===== src/rtl/peak_history_writer_if.sv =====
`default_nettype none
// ============================================================================
// Module      : peak_history_writer_if
// Description : Write-side bus from the peak history writer to the history RAM
//               and renderer (address, bank, data, strobe, head, busy).
// Revision    : 1.0
// ============================================================================
interface peak_history_writer_if #(
    parameter int ADDR_W = 9,
    parameter int DATA_W = 9,
    parameter int CH_W   = 1
);
    logic [ADDR_W-1:0] wr_addr;
    logic [CH_W-1:0]   wr_ch;
    logic [DATA_W-1:0] wr_data;
    logic              wr_en;
    logic [ADDR_W-1:0] head;
    logic              busy;

    modport master (output wr_addr, wr_ch, wr_data, wr_en, head, busy);
    modport slave  (input  wr_addr, wr_ch, wr_data, wr_en, head, busy);
endinterface
`default_nettype wire


===== src/rtl/peak_history_writer.sv =====
`default_nettype none
// ============================================================================
// Module      : peak_history_writer
// Description : Per-channel peak capture and circular write of the scrolling
//               peak-history RAM once per DECIM frames, with freeze and clear.
// Revision    : 1.0
// ============================================================================
module peak_history_writer #(
    parameter int DEPTH     = 272,
    parameter int ADDR_W    = 9,
    parameter int DATA_W    = 9,
    parameter int CHANNELS  = 2,
    parameter int DECIM     = 4,
    parameter int TRIG_LINE = 270,
    parameter int TRIG_PXL  = 478,
    parameter int PXL_W     = 10,
    parameter int LINE_W    = 9,
    localparam int CH_W     = (CHANNELS > 1) ? $clog2(CHANNELS) : 1
) (
    input  wire logic              clk,
    input  wire logic              rst_n,
    input  wire logic [PXL_W-1:0]  i_pxl,
    input  wire logic [LINE_W-1:0] i_line,
    input  wire logic              i_sample_valid,
    input  wire logic [CH_W-1:0]   i_sample_ch,
    input  wire logic [DATA_W-1:0] i_sample_data,
    input  wire logic              i_freeze,
    input  wire logic              i_dir,
    input  wire logic              i_clear,
    peak_history_writer_if.master  bus
);
    localparam int FC_W = (DECIM > 1) ? $clog2(DECIM) : 1;
    localparam logic [ADDR_W-1:0] c_LAST_ADDR = ADDR_W'(DEPTH - 1);
    localparam logic [CH_W-1:0]   c_LAST_CH   = CH_W'(CHANNELS - 1);
    localparam logic [FC_W-1:0]   c_LAST_FCNT = FC_W'(DECIM - 1);

    typedef enum logic [1:0] {
        S_IDLE  = 2'd0,
        S_WRITE = 2'd1,
        S_CLEAR = 2'd2
    } state_t;

    state_t              r_state;
    logic [ADDR_W-1:0]   r_wr_addr;
    logic [ADDR_W-1:0]   r_head;
    logic [CH_W-1:0]     r_wr_ch;
    logic [DATA_W-1:0]   r_wr_data;
    logic                r_wr_en;
    logic                r_busy;
    logic [FC_W-1:0]     r_fcnt;
    logic                r_clr_pend;
    logic                r_match_q;
    logic                r_tick;
    logic [DATA_W-1:0]   r_peak [CHANNELS];

    logic                w_match;
    logic                w_due;
    logic                w_start_write;
    logic                w_rd_en;
    logic [CH_W-1:0]     w_rd_ch;
    logic                w_clr_done;
    logic [ADDR_W-1:0]   w_head_step;
    logic [CHANNELS-1:0] w_hit;

    always_comb begin
        w_match       = (i_line == LINE_W'(TRIG_LINE)) && (i_pxl == PXL_W'(TRIG_PXL));
        w_due         = r_tick && (r_fcnt == c_LAST_FCNT);
        w_start_write = (r_state == S_IDLE) && !i_clear && w_due && !i_freeze;
        // Channel whose peak is handed to the RAM (and reset) on this edge
        w_rd_en       = w_start_write || ((r_state == S_WRITE) && (r_wr_ch != c_LAST_CH));
        w_rd_ch       = (r_state == S_WRITE) ? r_wr_ch + 1'b1 : '0;
        w_clr_done    = (r_state == S_CLEAR) && (r_wr_ch == c_LAST_CH) && (r_wr_addr == c_LAST_ADDR);
        if (i_dir)
            w_head_step = (r_head == c_LAST_ADDR) ? '0 : r_head + 1'b1;
        else
            w_head_step = (r_head == '0) ? c_LAST_ADDR : r_head - 1'b1;
        w_hit = '0;
        for (int c = 0; c < CHANNELS; c++)
            w_hit[c] = i_sample_valid && (i_sample_ch == CH_W'(c));
    end

    // A sample landing on its channel's read edge seeds the next window.
    always_ff @(posedge clk or negedge rst_n) begin
        if (!rst_n) begin
            for (int c = 0; c < CHANNELS; c++)
                r_peak[c] <= '0;
        end else begin
            for (int c = 0; c < CHANNELS; c++) begin
                if (w_clr_done)
                    r_peak[c] <= '0;
                else if (w_rd_en && (w_rd_ch == CH_W'(c)))
                    r_peak[c] <= w_hit[c] ? i_sample_data : '0;
                else if (w_hit[c] && (i_sample_data > r_peak[c]))
                    r_peak[c] <= i_sample_data;
            end
        end
    end

    always_ff @(posedge clk or negedge rst_n) begin
        if (!rst_n) begin
            r_state    <= S_IDLE;
            r_wr_addr  <= c_LAST_ADDR;
            r_head     <= c_LAST_ADDR;
            r_wr_ch    <= '0;
            r_wr_data  <= '0;
            r_wr_en    <= 1'b0;
            r_busy     <= 1'b0;
            r_fcnt     <= '0;
            r_clr_pend <= 1'b0;
            r_match_q  <= 1'b0;
            r_tick     <= 1'b0;
        end else begin
            r_match_q <= w_match;
            r_tick    <= w_match && !r_match_q;

            if (w_clr_done)
                r_fcnt <= '0;
            else if (r_tick)
                r_fcnt <= (r_fcnt == c_LAST_FCNT) ? '0 : r_fcnt + 1'b1;

            case (r_state)
                S_IDLE: begin
                    if (i_clear) begin
                        r_state   <= S_CLEAR;
                        r_wr_addr <= '0;
                        r_wr_ch   <= '0;
                        r_wr_data <= '0;
                        r_wr_en   <= 1'b1;
                        r_busy    <= 1'b1;
                    end else if (w_start_write) begin
                        r_state   <= S_WRITE;
                        r_head    <= w_head_step;
                        r_wr_addr <= w_head_step;
                        r_wr_ch   <= '0;
                        r_wr_data <= r_peak[0];
                        r_wr_en   <= 1'b1;
                        r_busy    <= 1'b1;
                    end
                end
                S_WRITE: begin
                    if (i_clear)
                        r_clr_pend <= 1'b1;
                    if (w_rd_en) begin
                        r_wr_ch   <= w_rd_ch;
                        r_wr_data <= r_peak[w_rd_ch];
                    end else if (r_clr_pend || i_clear) begin
                        // Strobe and busy stay high straight into the sweep
                        r_state    <= S_CLEAR;
                        r_clr_pend <= 1'b0;
                        r_wr_addr  <= '0;
                        r_wr_ch    <= '0;
                        r_wr_data  <= '0;
                    end else begin
                        r_state <= S_IDLE;
                        r_wr_en <= 1'b0;
                        r_busy  <= 1'b0;
                    end
                end
                S_CLEAR: begin
                    if (w_clr_done) begin
                        r_state <= S_IDLE;
                        r_wr_en <= 1'b0;
                        r_busy  <= 1'b0;
                        r_head  <= c_LAST_ADDR;
                    end else if (r_wr_ch == c_LAST_CH) begin
                        r_wr_ch   <= '0;
                        r_wr_addr <= r_wr_addr + 1'b1;
                    end else begin
                        r_wr_ch <= r_wr_ch + 1'b1;
                    end
                end
                default: r_state <= S_IDLE;
            endcase
        end
    end

    assign bus.wr_addr = r_wr_addr;
    assign bus.wr_ch   = r_wr_ch;
    assign bus.wr_data = r_wr_data;
    assign bus.wr_en   = r_wr_en;
    assign bus.head    = r_head;
    assign bus.busy    = r_busy;
endmodule
`default_nettype wire


===== src/flat_wrapper.sv =====
// flat-port wrapper written by rule: the top's interface ports become plain ports
module peak_history_writer_flat 
#(
    parameter int DEPTH     = 272,
    parameter int ADDR_W    = 9,
    parameter int DATA_W    = 9,
    parameter int CHANNELS  = 2,
    parameter int DECIM     = 4,
    parameter int TRIG_LINE = 270,
    parameter int TRIG_PXL  = 478,
    parameter int PXL_W     = 10,
    parameter int LINE_W    = 9,
    localparam int CH_W     = (CHANNELS > 1) ? $clog2(CHANNELS) : 1
)
  (clk, rst_n, i_pxl, i_line, i_sample_valid, i_sample_ch, i_sample_data, i_freeze, i_dir, i_clear, bus_wr_addr, bus_wr_ch, bus_wr_data, bus_wr_en, bus_head, bus_busy);
  peak_history_writer_if #(.ADDR_W(ADDR_W), .DATA_W(DATA_W), .CH_W(CH_W)) bus_i ();
  input  wire logic clk;
  input  wire logic rst_n;
  input  wire logic [PXL_W-1:0] i_pxl;
  input  wire logic [LINE_W-1:0] i_line;
  input  wire logic i_sample_valid;
  input  wire logic [CH_W-1:0] i_sample_ch;
  input  wire logic [DATA_W-1:0] i_sample_data;
  input  wire logic i_freeze;
  input  wire logic i_dir;
  input  wire logic i_clear;
  output wire logic [$bits(bus_i.wr_addr)-1:0] bus_wr_addr;
  output wire logic [$bits(bus_i.wr_ch)-1:0] bus_wr_ch;
  output wire logic [$bits(bus_i.wr_data)-1:0] bus_wr_data;
  output wire logic [$bits(bus_i.wr_en)-1:0] bus_wr_en;
  output wire logic [$bits(bus_i.head)-1:0] bus_head;
  output wire logic [$bits(bus_i.busy)-1:0] bus_busy;
  assign bus_wr_addr = bus_i.wr_addr;
  assign bus_wr_ch = bus_i.wr_ch;
  assign bus_wr_data = bus_i.wr_data;
  assign bus_wr_en = bus_i.wr_en;
  assign bus_head = bus_i.head;
  assign bus_busy = bus_i.busy;
  peak_history_writer #(.DEPTH(DEPTH), .ADDR_W(ADDR_W), .DATA_W(DATA_W), .CHANNELS(CHANNELS), .DECIM(DECIM), .TRIG_LINE(TRIG_LINE), .TRIG_PXL(TRIG_PXL), .PXL_W(PXL_W), .LINE_W(LINE_W)) u_core (.clk(clk), .rst_n(rst_n), .i_pxl(i_pxl), .i_line(i_line), .i_sample_valid(i_sample_valid), .i_sample_ch(i_sample_ch), .i_sample_data(i_sample_data), .i_freeze(i_freeze), .i_dir(i_dir), .i_clear(i_clear), .bus(bus_i));
endmodule

===== config.mk =====
export PLATFORM = sky130hd
export DESIGN_NAME = peak_history_writer_flat
export DESIGN_NICKNAME = d
export VERILOG_FILES = /design/src/rtl/peak_history_writer_if.sv /design/src/rtl/peak_history_writer.sv /design/src/flat_wrapper.sv
export SDC_FILE = /design/constraint.sdc
export NUM_CORES = 1
export LEC_CHECK = 0
export ABC_AREA = 1
export CORE_MARGIN = 2
export CORE_UTILIZATION = 52
export CTS_CLUSTER_SIZE = 8
export DETAILED_ROUTE_END_ITERATION = 10
export PLACE_DENSITY_LB_ADDON = 0.2
export REMOVE_ABC_BUFFERS = 1
export SYNTH_ARGS = -nofsm -noshare
export SYNTH_HDL_FRONTEND = slang
export SYNTH_SLANG_ARGS = --single-unit

===== constraint.sdc =====
create_clock -name clk -period 5.1 [get_ports clk]
set_input_delay 1.275 -clock clk [delete_from_list [all_inputs] [get_ports clk]]
set_output_delay 1.275 -clock clk [all_outputs]
set_load 0.02 [all_outputs]

==> results of run 1 <==
-- how the worst max path moves through the flow --
stage | cells after the start | slack (ns) | start | endpoint
floorplan | 8 | 2.64 | i_sample_data[4] | u_core.r_peak[10]
global placement | 9 | 1.94 | i_sample_data[7] | u_core.r_peak[6]
detailed placement | 9 | 1.89 | i_sample_data[8] | u_core.r_peak[16]
CTS | 1 | 2.23 | u_core.bus.head[2] | bus_head[2]
global route | 9 | 2.03 | i_sample_data[8] | u_core.r_peak[16]
finish | 9 | 2.20 | i_sample_data[7] | u_core.r_peak[5]
-- power groups by stage --
| stage | clock network [mW] | logic, mW | registers, mW |
|---|---|---|---|
| final | 0.242 | 1.42 | 0.802 |
| after global routing | 0.265 | 1.62 | 0.833 |
| after CTS | 0.248 | 1.42 | 0.800 |
| after detailed placement | 0 | 1.41 | 0.808 |
| after global placement | 0 | 1.38 | 0.798 |
| after floorplan | 0 | 0.866 | 0.876 |
-- state kept, by name, indices dropped and copies added (netlist names) --
register / cells
u_core.bus.wr_en: 1
u_core.bus.wr_data: 9
u_core.bus.head: 9
u_core.r_state: 2
u_core.r_clr_pend: 1
u_core.bus.wr_ch: 1
u_core.r_peak: 18
u_core.r_fcnt: 2
u_core.r_tick: 1
u_core.r_match_q: 1
u_core.bus.wr_addr: 9
-- synthesized netlist by cell type (4+ instances only) --
master / n
nand2_1: 215
o21ai_0: 28
ha_1: 26
nor3_1: 17
inv_1: 68
nand2_2: 7
o22ai_1: 9
dfrtp_1: 44
nand3_1: 42
inv_2: 7
nand4_1: 7
nor3b_1: 4
a21oi_1: 17
dfstp_2: 10
nor2_1: 47
-- cells by family after synthesis --
| kind of cell | after synthesis | share of synthesized area [%] |
|---|---|---|
| xor+xnor | 3 | 0.665 |
| compound gates | 69 | 10.0 |
| fa+ha+maj | 26 | 8.23 |
| flops | 54 | 34.5 |
| buf+inv | 84 | 8.36 |
| simple gates | 353 | 38.2 |
-- final cells by class --
cell class / count / area share (%)
clock buffer: 6 / 1.53
timing repair buffer: 65 / 13.5
clock inverter: 2 / 0.289
multi-input combinational: 451 / 47.5
inverter: 75 / 5.92
tap: 99 / 2.60
sequential: 54 / 28.7
-- metal layers --
metal	global-route usage (%)	share of wire, %
met1	29.9	43
met2	45.8	51
met3	3.07	3.3
met4	10.1	2.4
met5	0	0
-- worst max-delay path: stages --
cell and delay, ns:
clkdlybuf4s50_1 0.52, ha_1 0.33, nand2_1 0.08, nor3b_1 0.20
a21oi_1 0.09, nand2_1 0.27, nand2_2 0.19, nand2_1 0.10
nand2_1 0.05
-- cell usage in the layout, fill, tap and decap left out, types with 3 or more instances in the layout --
cell type	count
nand2_1	215
clkbuf_8	5
clkdlybuf4s50_1	63
dfrtp_1	44
a21boi_1	3
nor2_2	3
nand3_1	42
nand4_1	7
inv_1	68
o22ai_1	9
o21ai_0	28
nor3_1	17
nor2_1	47
nand3_2	3
xor2_1	3
a21oi_1	17
ha_1	26
inv_2	7
nor3b_1	4
dfstp_2	10
nand2_2	7
a22oi_1	3
==> impl_metrics.csv, run 1 <==
group,metric,value,unit
run_status,outcome,"finished clean",
route,vias_per_cell,5.25,
placement,placed_area,4670,um^2
floorplan,core_area,7290,um^2
setup_path,crit_required,5.30,ns
global_route,grt_start_max_net_pins,55,
clock_network,clk_pin_slew,0.09,ns
run,maxCapViolations,0,
cells_and_area,stdcell_area,4760,um^2
cells_and_area,post-route-util,65.2,%
cells_and_area,areaGrowthSynthToFinish,20.4,%
sta,fmax,345,MHz
power_and_ir_drop,p_clk_share,9.8,%
setup_path,worstSetupEndpointType,"flip-flop",
synth,synthArstFlopShare,100,%
power_and_ir_drop,switching_share,48.2,%
sta,finalSetupViolations,0,
floorplan,rows,31,
setup_path,criticalPathCategory,"input pin to flip-flop",
synth,synth_edf_count,0,
cells_and_area,drive_gt1_share,6.74,%
power_and_ir_drop,p_leak,2.48,nW
power_and_ir_drop,peakVddDrop,0.222,mV
worst_hold_path,hp-class,"flip-flop to flip-flop",
power_and_ir_drop,finalPower,2.46,mW
route,initialDrtViolationCount,153,
synth,yosys.area.top_type,"dfrtp_1",
global_route,overflow,0,
worst_hold_path,hold_end,"u_core.r_tick",
cells_and_area,num_antenna_cells,0,
floorplan,dieHeight,91.2,um
synth,synth_top_area_share,27.9,%
clock_network,clk_path_buf_depth,2,
sta,worst_slew_margin_rel,53.9,%
sta,fin_crit,2.90,ns
setup_path,cp-start-kind,"input pin",
synth,seq_area_frac_synth,34.5,%
sta,holdWs,0.411,ns
setup_path,worstPathArrival,3.10,ns
sta,fin_worst_skew,0.0148,ns
synth,synthFlopType,"dfrtp_1",
route,drt_wl_total,9720,um
synth,synth.avg_cell_area,6.71,um^2
sta,layout_worst_path_cycle_share,56.8,%
placement,dpl.cell_count,744,
placement,dp_slack,1.89,ns
synth,synthCells,589,
route,drt-pass1-iter-count,4,
global_route,grt_pass1_vias,3891,
clock_network,cts_setup_buffers,0,
synth,synth_area,3950,um^2
cells_and_area,final_cell_count_no_fill,752,
setup_path,r2r_start,"u_core.r_state[1]",
clock_network,insertion_delay,0.32,ns
clock_network,cts_made_buffers,5,
setup_path,rr_endpoint,"u_core.r_peak[16]",
floorplan,die_x,91.2,um
setup_path,crit_fanout,10,
power_and_ir_drop,p_per_area,517,nW/um^2
synth,synth_cell_types,36,
route,post-route-drc-count,0,
placement,dp_hpwl,7630,um
power_and_ir_drop,p_int,1.27,mW
global_route,antenna_found_initial,0,
cells_and_area,nets,713,
power_and_ir_drop,p_seq_share,32.6,%
power_and_ir_drop,switchingPower,1.19,mW
sta,layout_setup_ws,2.20,ns
synth,ys_ff_latch,54,
sta,worstMarginPinSlew,0.692,ns
cells_and_area,multi_input_area,2260,um^2
clock_network,clock-sinks,54,
clock_network,cts_root_buf,"clkbuf_8",
global_route,grt_pass1_wl,17200,um
floorplan,start_util,54.2,%
route,ant_nets,0,
floorplan,io_pins,65,
route,wl_per_cell,12.9,um
sta,rsz0062_at_grt,"false",
synth,synth.area.top_cells,"dfrtp_1 28%, nand2_1 20%, ha_1 8.2%",
clock_network,cts_tree,"done",
cells_and_area,fill_cells,718,
clock_network,cts_hold_buf,0,
setup_path,r2r_slack,2.86,ns
sta,tns,0,ns
worst_hold_path,hold_depth,1,
sta,final-hold-violation-count,0,
floorplan,die_area,8310,um^2
synth,yosysWarnings,0,
placement,io_buffer_count,64,
setup_path,r2r_cells,9,
clock_network,htreeDepth,2,
route,dr_total_vias,3949,
sta,finalMaxSlewViolations,0,
global_route,grtUsageTotal,25.1,%
placement,gp_congestion,0.919,
cells_and_area,seqCellArea,1360,um^2
power_and_ir_drop,pwr-share-comb,57.6,%
worst_hold_path,hold_start,"u_core.r_match_q",
clock_network,ctsResizeCount,0,
(Power assumes the default switching activity.)
==> run 2: changes to the inputs <==
==> constraint.sdc (replaced) <==
create_clock -name clk -period 2.7 [get_ports clk]
set_input_delay 0.675 -clock clk [delete_from_list [all_inputs] [get_ports clk]]
set_output_delay 0.675 -clock clk [all_outputs]
set_load 0.02 [all_outputs]
==> run 2 against run 1 <==
Effect of this change: die area unchanged; final area increased by 0.55%; first-iteration DRC count increased by 59%; global-route usage decreased by 0.35 points; register-to-register slack got worse by 2.4 ns; power increased by 91%; clock skew decreased by 0.0065 ns; clock power increased by 100%; sequential share of layout area decreased by 0.16 points; critical path depth unchanged; wire length increased by 0.95%; worst hold slack got worse by 0.075 ns.
==> impl_metrics.csv, run 2 (synthesis gave the netlist of run 1 again) <==
group,metric,value,unit
power_and_ir_drop,p_seq_share,32.3,%
sta,worst_slew_margin_rel,61.8,%
power_and_ir_drop,p_clk_share,10.6,%
clock_network,ctsResizeCount,0,
sta,fmax,432,MHz
route,drt_wl_total,9820,um
global_route,overflow,0,
power_and_ir_drop,pwr-share-comb,57.2,%
cells_and_area,final_common_cell,"nand2_1",
clock_network,clock-sinks,54,
cells_and_area,final_cell_count_no_fill,752,
clock_network,clk_path_buf_depth,2,
route,vias_per_cell,5.29,
clock_network,cts_hold_buf,0,
sta,finalSetupViolations,0,
placement,dpl.cell_count,744,
power_and_ir_drop,p_int,2.44,mW
cells_and_area,areaGrowthSynthToFinish,21.0,%
cells_and_area,drive_gt1_share,6.89,%
power_and_ir_drop,switchingPower,2.25,mW
floorplan,die_area,8310,um^2
setup_path,cp-start-kind,"input pin",
clock_network,cts_root_buf,"clkbuf_8",
cells_and_area,num_antenna_cells,0,
cells_and_area,nets,713,
sta,rsz0062_at_grt,"false",
power_and_ir_drop,p_leak,2.49,nW
sta,layout_worst_path_cycle_share,85.7,%
sta,worstMarginPinSlew,0.573,ns
floorplan,rows,31,
setup_path,crit_required,2.91,ns
placement,io_buffer_count,64,
power_and_ir_drop,peakVddDrop,0.441,mV
clock_network,cts_tree,"done",
placement,dp_hpwl,7770,um
setup_path,crit_fanout,10,
setup_path,criticalPathCategory,"input pin to flip-flop",
clock_network,clk_pin_slew,0.10,ns
floorplan,start_util,54.2,%
global_route,grt_pass1_wl,17100,um
power_and_ir_drop,switching_share,48.1,%
clock_network,cts_made_buffers,5,
global_route,antenna_found_initial,0,
placement,gp_congestion,0.939,
cells_and_area,largest_register,"u_core.r_peak",
floorplan,core_area,7290,um^2
route,dr_total_vias,3981,
clock_network,htreeDepth,2,
worst_hold_path,hp-class,"input pin to asynchronous set/reset pin",
route,wl_per_cell,13.1,um
setup_path,worstSetupEndpointType,"flip-flop",
cells_and_area,layout_common_cells,"215 x nand2_1, 68 x inv_1, 63 x clkdlybuf4s50_1",
route,ant_nets,0,
global_route,grtUsageTotal,24.8,%
sta,fin_worst_skew,0.00828,ns
run_status,outcome,"finished clean",
route,drt-pass1-iter-count,5,
route,post-route-drc-count,0,
floorplan,dieHeight,91.2,um
sta,tns,0,ns
global_route,grt_pass1_vias,3916,
global_route,grt_start_max_net_pins,33,
setup_path,worstPathArrival,2.52,ns
cells_and_area,largest_register_ffs,18,
clock_network,cts_setup_buffers,0,
route,initialDrtViolationCount,244,
setup_path,r2r_cells,9,
floorplan,io_pins,65,
sta,finalMaxSlewViolations,0,
clock_network,insertion_delay,0.32,ns
sta,fin_crit,2.31,ns
run,maxCapViolations,0,
sta,final-hold-violation-count,0,
power_and_ir_drop,p_per_area,980,nW/um^2
floorplan,die_x,91.2,um
==> run 2: per-layer routing <==
| layer | vias up | global-route usage [%] | part of all wire, % |
|---|---|---|---|
| met3 | 19 | 3.07 | 4.9 |
| li1 | 2018 | - | - |
| met4 | 0 | 7.95 | 2.2 |
| met1 | 1824 | 29.3 | 41 |
| met5 | - | 0 | 0 |
| met2 | 120 | 46.3 | 52 |
==> run 2: final cells by class <==
class                      count  area (um^2)
clock buffer                   6         82.6
clock inverter                 2         17.5
fill                         668         2510
inverter                      75          282
multi-input combinational    451         2260
sequential                    54         1360
tap                           99          124
timing repair buffer          65          656
==> run 2: path summary, 6_finish.rpt <==
check | from | end | slack [ns]
min in group clk | u_core.r_match_q | u_core.r_tick | 0.41
worst min register to register | u_core.r_match_q | u_core.r_tick | 0.41
worst min-delay path | rst_n | u_core.bus.head[6] | 0.34
max in group asynchronous | rst_n | u_core.bus.wr_addr[8] | 1.74
worst max register to register | u_core.r_state[1] | u_core.r_peak[15] | 0.43
worst max-delay path | i_sample_data[7] | u_core.r_peak[7] | 0.39
==> run 2: critical path, cell delays in order <==
cell	delay, ns
clkdlybuf4s50_1	0.51
ha_1	0.33
nand2_1	0.08
nor3b_1	0.23
a21oi_1	0.09
nand2_1	0.28
nand2_2	0.18
nand2_1	0.10
nand2_1	0.05
==> run 2: stage by stage <==
stage / area, um^2 / worst slack, ns / utilization [%] / total power [mW] / hold slack [ns]
finish: 4780 / 0.387 / 65.6 / 4.69 / 0.336
global route: 4780 / 0.178 / 65.6 / 5.14 / 0.376
CTS: 4780 / 0.394 / 65.6 / 4.70 / 0.358
detailed placement: 4680 / 0.0574 / 64.2 / 4.21 / 0.401
global placement: 4680 / 0.145 / 64.2 / 4.12 / 0.395
floorplan: 3900 / 0.839 / - / 3.29 / 0.379
==> run 2: power by group through the flow <==
| stage | Sequential, mW | Clock [mW] | Combinational, mW |
|---|---|---|---|
| after global placement | 1.51 | 0 | 2.62 |
| after global routing | 1.57 | 0.531 | 3.04 |
| after detailed placement | 1.52 | 0 | 2.68 |
| after CTS | 1.51 | 0.502 | 2.69 |
| final | 1.51 | 0.495 | 2.68 |
| after floorplan | 1.66 | 0 | 1.64 |
